===== config.mk =====
export PLATFORM = sky130hd
export DESIGN_NAME = spi_command_dispatcher
export DESIGN_NICKNAME = d
export VERILOG_FILES = /design/src/rtl/spi_command_dispatcher.sv
export SDC_FILE = /design/constraint.sdc
export NUM_CORES = 1
export LEC_CHECK = 0
export ABC_AREA = 1
export BUFFER_PORTS_ARGS = -buffer_cell sky130_fd_sc_hd__clkbuf_2
export CAP_MARGIN = 20
export CELL_PAD_IN_SITES_DETAIL_PLACEMENT = 0
export CELL_PAD_IN_SITES_GLOBAL_PLACEMENT = 1
export CORE_ASPECT_RATIO = 1.75
export CORE_MARGIN = 2
export CORE_UTILIZATION = 40
export CTS_CLUSTER_DIAMETER = 100
export DETAILED_ROUTE_END_ITERATION = 6
export GPL_TIMING_DRIVEN = 0
export PLACE_DENSITY_LB_ADDON = 0.12
export SYNTH_ARGS = -nofsm -noshare
export SYNTH_HDL_FRONTEND = slang
export SYNTH_SLANG_ARGS = --single-unit

===== constraint.sdc =====
create_clock -name clock -period 3.5 [get_ports clock]
set_clock_uncertainty 0.15 [all_clocks]
set_input_delay 0.35 -clock clock [delete_from_list [all_inputs] [get_ports clock]]
set_output_delay 0.35 -clock clock [all_outputs]
set_load 0.01 [all_outputs]

===== src/rtl/spi_command_dispatcher.sv =====
// rtl/spi_command_dispatcher.sv - turns spi_reader bytes into sprite-RAM writes and a draw-entry FIFO
// Statistics counters are built only when SPI_DISPATCH_STATS_EN is defined.
module spi_command_dispatcher #(
   parameter int DRAW_FIFO_DEPTH = 16
) (
   input  logic        clock,
   input  logic        reset,
   input  logic        byte_read,
   input  logic [7:0]  command,
   input  logic [7:0]  data,
   input  logic [15:0] data_index,
   output logic        sprite_wr_en,
   output logic [7:0]  sprite_wr_id,
   output logic [8:0]  sprite_wr_addr,
   output logic [7:0]  sprite_wr_data,
   output logic        draw_valid,
   input  logic        draw_ready,
   output logic [7:0]  draw_sprite_id,
   output logic [15:0] draw_x,
   output logic [15:0] draw_y,
   output logic [7:0]  draw_depth,
   output logic        draw_overflow,
   output logic [15:0] stat_saved,
   output logic [15:0] stat_queued,
   output logic [15:0] stat_dropped
);
   localparam logic [7:0] COMMAND_SAVE_SPRITE = 8'h01;
   localparam logic [7:0] COMMAND_DRAW_SPRITE = 8'h02;
   localparam int AW = $clog2(DRAW_FIFO_DEPTH);
   localparam logic [AW:0] FULL_COUNT = (AW + 1)'(DRAW_FIFO_DEPTH);

   logic        strobe_d;
   logic        is_save;
   logic        is_draw;
   logic [15:0] save_addr;
   logic [7:0]  save_id;
   logic [7:0]  arg_id;
   logic [15:0] arg_x;
   logic [15:0] arg_y;
   logic        push;
   logic [47:0] push_entry;

   logic [47:0] fifo_mem [DRAW_FIFO_DEPTH];
   logic [AW-1:0] rd_ptr;
   logic [AW-1:0] wr_ptr;
   logic [AW:0]   count;
   logic          full;
   logic          pop;
   logic          accept;
   logic          drop;

   assign is_save   = (command == COMMAND_SAVE_SPRITE);
   assign is_draw   = (command == COMMAND_DRAW_SPRITE);
   assign save_addr = data_index - 16'd2;

   // Byte decode runs one cycle after byte_read, once the parser has updated command/index.
   always_ff @(posedge clock) begin
      if (reset) begin
         strobe_d       <= 1'b0;
         save_id        <= '0;
         arg_id         <= '0;
         arg_x          <= '0;
         arg_y          <= '0;
         push           <= 1'b0;
         push_entry     <= '0;
         sprite_wr_en   <= 1'b0;
         sprite_wr_id   <= '0;
         sprite_wr_addr <= '0;
         sprite_wr_data <= '0;
      end else begin
         strobe_d     <= byte_read;
         sprite_wr_en <= 1'b0;
         push         <= 1'b0;
         if (strobe_d) begin
            if (data_index == 16'd0) begin
               arg_id <= '0;
               arg_x  <= '0;
               arg_y  <= '0;
            end else if (is_save && data_index == 16'd1) begin
               save_id <= data;
            end else if (is_save && data_index <= 16'd513) begin
               sprite_wr_en   <= 1'b1;
               sprite_wr_id   <= save_id;
               sprite_wr_addr <= save_addr[8:0];
               sprite_wr_data <= data;
            end else if (is_draw && data_index <= 16'd6) begin
               case (data_index[2:0])
                  3'd1:    arg_id       <= data;
                  3'd2:    arg_x[15:8]  <= data;
                  3'd3:    arg_x[7:0]   <= data;
                  3'd4:    arg_y[15:8]  <= data;
                  3'd5:    arg_y[7:0]   <= data;
                  default: begin
                     push       <= 1'b1;
                     push_entry <= {arg_id, arg_x, arg_y, data};
                  end
               endcase
            end
         end
      end
   end

   assign full       = (count == FULL_COUNT);
   assign draw_valid = (count != '0);
   assign pop        = draw_valid && draw_ready;
   // A full FIFO still takes the push when the head leaves on the same edge.
   assign accept     = push && (!full || pop);
   assign drop       = push && full && !pop;

   always_ff @(posedge clock) begin
      if (reset) begin
         rd_ptr        <= '0;
         wr_ptr        <= '0;
         count         <= '0;
         draw_overflow <= 1'b0;
      end else begin
         if (accept) wr_ptr <= wr_ptr + AW'(1);
         if (pop) rd_ptr <= rd_ptr + AW'(1);
         case ({accept, pop})
            2'b10:   count <= count + {{AW{1'b0}}, 1'b1};
            2'b01:   count <= count - {{AW{1'b0}}, 1'b1};
            default: count <= count;
         endcase
         if (drop) draw_overflow <= 1'b1;
      end
   end

   always_ff @(posedge clock) begin
      if (accept) fifo_mem[wr_ptr] <= push_entry;
   end

   assign {draw_sprite_id, draw_x, draw_y, draw_depth} = draw_valid ? fifo_mem[rd_ptr] : 48'd0;

`ifdef SPI_DISPATCH_STATS_EN
   logic [15:0] saved_q;
   logic [15:0] queued_q;
   logic [15:0] dropped_q;

   // The last pixel of a SAVE is the only write that lands on address 511.
   always_ff @(posedge clock) begin
      if (reset) begin
         saved_q   <= '0;
         queued_q  <= '0;
         dropped_q <= '0;
      end else begin
         if (sprite_wr_en && sprite_wr_addr == 9'd511 && saved_q != 16'hFFFF) saved_q <= saved_q + 16'd1;
         if (accept && queued_q != 16'hFFFF) queued_q <= queued_q + 16'd1;
         if (drop && dropped_q != 16'hFFFF) dropped_q <= dropped_q + 16'd1;
      end
   end

   assign stat_saved   = saved_q;
   assign stat_queued  = queued_q;
   assign stat_dropped = dropped_q;
`else
   assign stat_saved   = '0;
   assign stat_queued  = '0;
   assign stat_dropped = '0;
`endif

endmodule


==> run_results.csv, run 1 <==
group,metric,value,unit
status,outcome,"finished, final reports clean",
clock_network,clkSinkCount,910,
global_route,antenna_found_initial,1,
timing,period_minus_slack,3428,ps
detailed_routing,drt_iter0_drc,2365,
global_route,grt_pass1_wl,172100,um
job,max-cap-violations,0,
yosys,synthAdderAreaFrac,0.003932,
cells_and_area,drive_above_1_share,0.1461,
detailed_routing,post_drt_wl_per_cell,24.74,um
yosys,synth-xor-area-share,0.003085,
clock_network,cts-root-buf,"clkbuf_16",
pwr,switching_share,0.3494,
timing,finalMaxSlewViolations,0,
yosys,synthArstFlopShare,0,
clock_network,h-tree-depth,3,
pwr,peakVddDrop,0.3174,mV
clock_network,cts_tree,"done",
pwr,p_seq_frac,0.393,
clock_network,cts_buffers,84,
cells_and_area,layout.nets,3657,
yosys,synth.cell_area,36910,um2
floorplan,die_area,94810,um2
detailed_routing,drtPass1Iterations,7,
pwr,comb_power_share,0.299,
timing,fin_tns_setup,0,ps
timing,tightest_slew,1076,ps
place,place_hpwl,85870,um
yosys,synthTopCellsByCount,"768 x edfxtp_1, 611 x nor2_1, 581 x nand2_1, 258 x o21ai_0, 182 x nand3_1",
detailed_routing,finalWirelength,120400,um
timing,finalSetupViolCount,0,
detailed_routing,vias,25990,
yosys,synth_edf_count,768,
pwr,p_leak,16.30,nW
yosys,synth_mux_area_frac,0,
cells_and_area,antenna_cells,0,
pwr,power_frac_clock,0.308,
yosys,yosys_warnings,0,
floorplan,io_pins,160,
global_route,overflow,0,
timing,finalHoldViolations,0,
critical_path,worstPathMaxFanout,10,
place,place_ws,-708.5,ps
floorplan,die_h,405.8,um
detailed_routing,drcViolationCount,0,
yosys,yosys.area.top_type,"edfxtp_1",
yosys,synth_top_family_by_area,"simple AND/OR/NAND/NOR gates",
yosys,yosys_register_bits,910,
timing,setup_ws,72.43,ps
yosys,syn_avg_cell_area,11.17,um2
place,portBuffers,111,
yosys,yosysSeqAreaShare,0.7019,
global_route,grt_max_degree,29,
timing,timing.final.crit_share,0.9793,
global_route,grt_usage,0.2541,
pwr,p_sw,10.42,mW
yosys,synthFlopType,"edfxtp_1",
timing,rsz0062_at_grt,"false",
critical_path,cp-start-kind,"register",
critical_path,worstSetupPathType,"register to output port",
floorplan,die_w,233.6,um
timing,relSlewSlack,0.2828,
pwr,total_power,29.82,mW
worst_hold_path,hp-class,"primary input to register",
yosys,synth.top_cells.by_area,"edfxtp_1 62%, dfxtp_1 7.7%, nor2_1 6.2%, nand2_1 5.9%, o21ai_0 3.5%",
floorplan,core,91600,um2
pwr,cellPowerDensity,688.3,nW/um2
global_route,grt_pass1_vias,25500,
yosys,synth.most_common_cell,"edfxtp_1",
floorplan,num_rows,147,
critical_path,end_kind,"output port",
timing,fmax,291.8,MHz
yosys,synth_top_area_frac,0.6249,
critical_path,arrival,2930,ps
clock_network,clk_pin_slew,60,ps
critical_path,cp.required,3000,ps
floorplan,initial_core_util,0.4029,
clock_network,clk_latency,660,ps
pwr,internal-power,19.40,mW
yosys,yosysUniqueCellTypes,34,
yosys,synth_compound_area_frac,0.09041,
cells_and_area,syn_to_final_growth,17.37,%
detailed_routing,vias_per_cell,5.341,
clock_network,clockBufferDepth,3,
yosys,synthCells,3304,
detailed_routing,ant_nets,0,
yosys,synthSimpleGateAreaFrac,0.1510,
place,routabilityCongestion,0.8239,
cells in the final DEF (no fill, tap or decap), drive strengths merged, types with 50 or more instances in the layout:
cell	instances
nor2	618
nand2	592
nand3	183
a21oi	172
buf	196
o21ai	258
o31ai	50
edfxtp	768
dfxtp	142
inv	142
clkbuf	313
path summary, 6_finish.rpt:
kind,startpoint,to,slack (ps),cells past startpoint
setup reg to reg,count[2]$_SDFFE_PP0P_,fifo_mem[15][7]$_DFFE_PP_,340,6
hold / removal,data_index[6],sprite_wr_addr[6]$_SDFFE_PP0P_,30,6
hold reg to reg,arg_id[4]$_SDFFE_PP0P_,arg_id[4]$_SDFFE_PP0P_,330,2
setup / recovery,register,draw_y[9],70,8
stage by stage:
step	std cells	hold WS [ps]	util	area, um2
2_1_floorplan	3351	302.3	-	37090
3_3_place_gp	4654	316.8	0.4273	39140
3_5_place_dp	4693	319.7	0.4370	40020
4_1_cts	4866	6.513	0.4722	43260
5_1_grt	4867	66.28	0.4730	43320
6_report	4867	33.94	0.4730	43320
sequential cells by signal, indices dropped and copies added, names as in the netlist, 4 cells and up, named ones only:
name            count
fifo_mem          768
push_entry         48
arg_x              16
arg_y              16
sprite_wr_addr      9
arg_id              8
save_id             8
sprite_wr_data      8
sprite_wr_id        8
count               5
rd_ptr              4
wr_ptr              4
critical path, stage by stage, from the launching register on:
cell and delay, ps:
dfxtp_1 320, buf_6 220, clkinv_1 200, clkbuf_4 250
clkbuf_1 400, o211ai_1 270, nand3_1 160, a21oi_1 250
clkbuf_2 180
power by group through the flow:
stage / logic [mW] / clock network (mW) / registers, mW
after floorplan: 4.72 / 0 / 11.9
after global placement: 8.30 / 0 / 11.9
after detailed placement: 8.47 / 0 / 11.9
after CTS: 8.92 / 9.32 / 11.7
after global routing: 9.61 / 9.68 / 11.7
final: 8.93 / 9.18 / 11.7
area by class of cell:
| cell class | instances | area (um2) |
|---|---|---|
| fill | 8439 | 48280 |
| inverter | 143 | 548.0 |
| sequential | 910 | 25910 |
| multi-input combinational | 2049 | 9578 |
| timing repair buffer | 175 | 1562 |
| clock buffer | 106 | 2296 |
| buffer | 247 | 1538 |
| tap | 1192 | 1491 |
| clock inverter | 45 | 395.4 |
timing repair:
item / in CTS / in global routing
endpoints found under the hold margin: 39 / 0
endpoints found under the setup margin: 48 / 19
setup buffers: 5 / 1
hold buffers: 19 / 0
resized for setup: 129 / 25
pin swaps: 7 / 1
logic make-up after synthesis:
group	after synthesis
compound gates	578
xor+xnor	13
fa+ha+maj	11
buf+inv	392
flops	910
other cells	1
simple gates	1399
layer usage:
| layer | GRT usage | part of all wire |
|---|---|---|
| met4 | 0.1110 | 0.042 |
| met1 | 0.2936 | 0.37 |
| met5 | 0 | 0 |
| met3 | 0.03013 | 0.050 |
| met2 | 0.4677 | 0.53 |
Power figures use the tool's default switching activity.
==> run 2, diff against run 1 <==
Clock period 3.5 ns to 3.65 ns, I/O delays scaled along.
==> run_results.csv, run 2 (synthesized netlist as in run 1, its figures left out) <==
group,metric,value,unit
status,outcome,"finished with violations",
status,failed_checks,"DRC",
global_route,grt_pass1_wl,171900,um
place,routabilityCongestion,0.8239,
cells_and_area,nFillCells,8445,
job,max-cap-violations,0,
critical_path,reg2reg_depth,6,
clock_network,clk_latency,650,ps
place,place_hpwl,85870,um
timing,timing.final.crit_share,0.9756,
detailed_routing,drt_iter0_drc,2342,
pwr,cellPowerDensity,658.1,nW/um2
critical_path,cp.required,3130,ps
cells_and_area,final_common_cell,"edfxtp_1",
timing,relSlewSlack,0.2903,
cells_and_area,drive_above_1_share,0.1419,
clock_network,cts-root-buf,"clkbuf_16",
critical_path,timing.rr.end,"fifo_mem[15][7]$_DFFE_PP_",
cells_and_area,layout.nets,3653,
global_route,antenna_found_initial,0,
pwr,p_leak,16.24,nW
critical_path,end_kind,"output port",
detailed_routing,vias_per_cell,5.344,
worst_hold_path,hp-class,"primary input to register",
pwr,internal-power,18.49,mW
timing,fmax,280.8,MHz
cells_and_area,final_cell_mix,"768 x edfxtp_1, 595 x nor2_1, 581 x nand2_1",
clock_network,clkSinkCount,910,
cells_and_area,largest_reg_flops,768,
floorplan,die_h,405.8,um
critical_path,arrival,3050,ps
pwr,total_power,28.40,mW
clock_network,h-tree-depth,3,
global_route,grt_pass1_vias,25470,
timing,period_minus_slack,3561,ps
timing,fin_tns_setup,0,ps
timing,finalHoldViolations,0,
floorplan,io_pins,160,
floorplan,die_w,233.6,um
place,postPlaceCellArea,40020,um2
global_route,overflow,0,
floorplan,initial_core_util,0.4029,
timing,finalMaxSlewViolations,0,
timing,rsz0062_at_grt,"false",
floorplan,die_area,94810,um2
pwr,p_seq_frac,0.396,
critical_path,crit_end,"draw_y[9]",
timing,tightest_slew,1065,ps
clock_network,clockBufferDepth,3,
place,place_ws,-573.5,ps
cells_and_area,largest_register,"fifo_mem",
cells_and_area,syn_to_final_growth,16.94,%
critical_path,rr_startpoint,"count[1]$_SDFFE_PP0P_",
detailed_routing,drtPass1Iterations,7,
detailed_routing,drcViolationCount,1,
pwr,comb_power_share,0.295,
critical_path,worstPathMaxFanout,10,
floorplan,core,91600,um2
place,portBuffers,111,
global_route,grt_usage,0.2537,
detailed_routing,finalWirelength,120000,um
cells_and_area,design_area,43160,um2
detailed_routing,ant_nets,0,
critical_path,worstSetupPathType,"register to output port",
clock_network,cts_tree,"done",
critical_path,cp-start-kind,"register",
pwr,switching_share,0.3491,
pwr,peakVddDrop,0.3001,mV
cells_and_area,final_core_util,0.4712,
detailed_routing,post_drt_wl_per_cell,24.67,um
clock_network,clk_pin_slew,70,ps
pwr,p_sw,9.914,mW
timing,setup_ws,89.22,ps
cells_and_area,reg_top3,"fifo_mem x768, push_entry x48",
critical_path,reg2reg_setup_slack,510,ps
floorplan,num_rows,147,
timing,finalSetupViolCount,0,
clock_network,cts_buffers,84,
detailed_routing,vias,25990,
global_route,grt_max_degree,29,
pwr,power_frac_clock,0.309,
-- run 2: power by group through the flow --
stage	sequential (mW)	combinational (mW)	clock, mW
2_1_floorplan	11.4	4.53	0
3_3_place_gp	11.4	7.96	0
3_5_place_dp	11.5	8.12	0
4_1_cts	11.2	8.40	8.94
5_1_grt	11.2	9.05	9.29
6_report	11.2	8.39	8.78
-- run 2: layout make-up --
type	instances	area (um2)	share of cell area
Inverter	143	548.0	0.01270
Clock buffer	106	2296	0.05319
Tap cell	1192	1491	0.03455
Multi-Input combinational cell	2049	9540	0.2210
Timing Repair Buffer	169	1509	0.03496
Sequential cell	910	25910	0.6003
Antenna cell	1	2.502	0.00005798
Clock inverter	45	395.4	0.009160
Buffer	249	1469	0.03403
-- run 2: worst min-delay path by stage --
stage,start,slack [ps],cells past startpoint,end
after floorplan,arg_id[0]$_SDFFE_PP0P_,300,2,arg_id[0]$_SDFFE_PP0P_
after global placement,arg_id[2]$_SDFFE_PP0P_,320,2,arg_id[2]$_SDFFE_PP0P_
after detailed placement,arg_id[4]$_SDFFE_PP0P_,320,2,arg_id[4]$_SDFFE_PP0P_
after CTS,data_index[5],8,7,sprite_wr_addr[5]$_SDFFE_PP0P_
after global routing,data_index[8],80,6,sprite_wr_addr[8]$_SDFFE_PP0P_
final,data_index[8],40,6,sprite_wr_addr[8]$_SDFFE_PP0P_
-- run 2: critical path: stages, from the launching register on --
cell and delay (ps):
dfxtp_1 310, buf_4 300, clkinvlp_4 220, clkbuf_2 260, clkbuf_1 430, o211ai_1 260
nand3_1 160, a21oi_1 250, clkbuf_2 180
-- run 2: per-stage QoR --
| step | instances | hold WS [ps] |
|---|---|---|
| 4_1_cts | 4863 | 8.175 |
| 5_1_grt | 4863 | 78.74 |
| 2_1_floorplan | 3351 | 302.3 |
| 6_report | 4864 | 43.33 |
| 3_5_place_dp | 4693 | 319.7 |
| 3_3_place_gp | 4654 | 316.8 |
-- run 2: what timing repair did --
action,in CTS,in global routing
hold endpoints to repair,33,0
pin swaps,0,2
gates resized for setup,86,32
hold buffers,16,0
setup endpoints to repair,48,25
cloned,0,0
setup buffers,3,0
-- run 2: routing by layer --
| metal | vias up | share of wire | track usage |
|---|---|---|---|
| li1 | 11960 | - | - |
| met3 | 233 | 0.051 | 0.02908 |
| met4 | 0 | 0.045 | 0.1169 |
| met5 | - | 0 | 0 |
| met1 | 12850 | 0.37 | 0.2936 |
| met2 | 947 | 0.53 | 0.4643 |
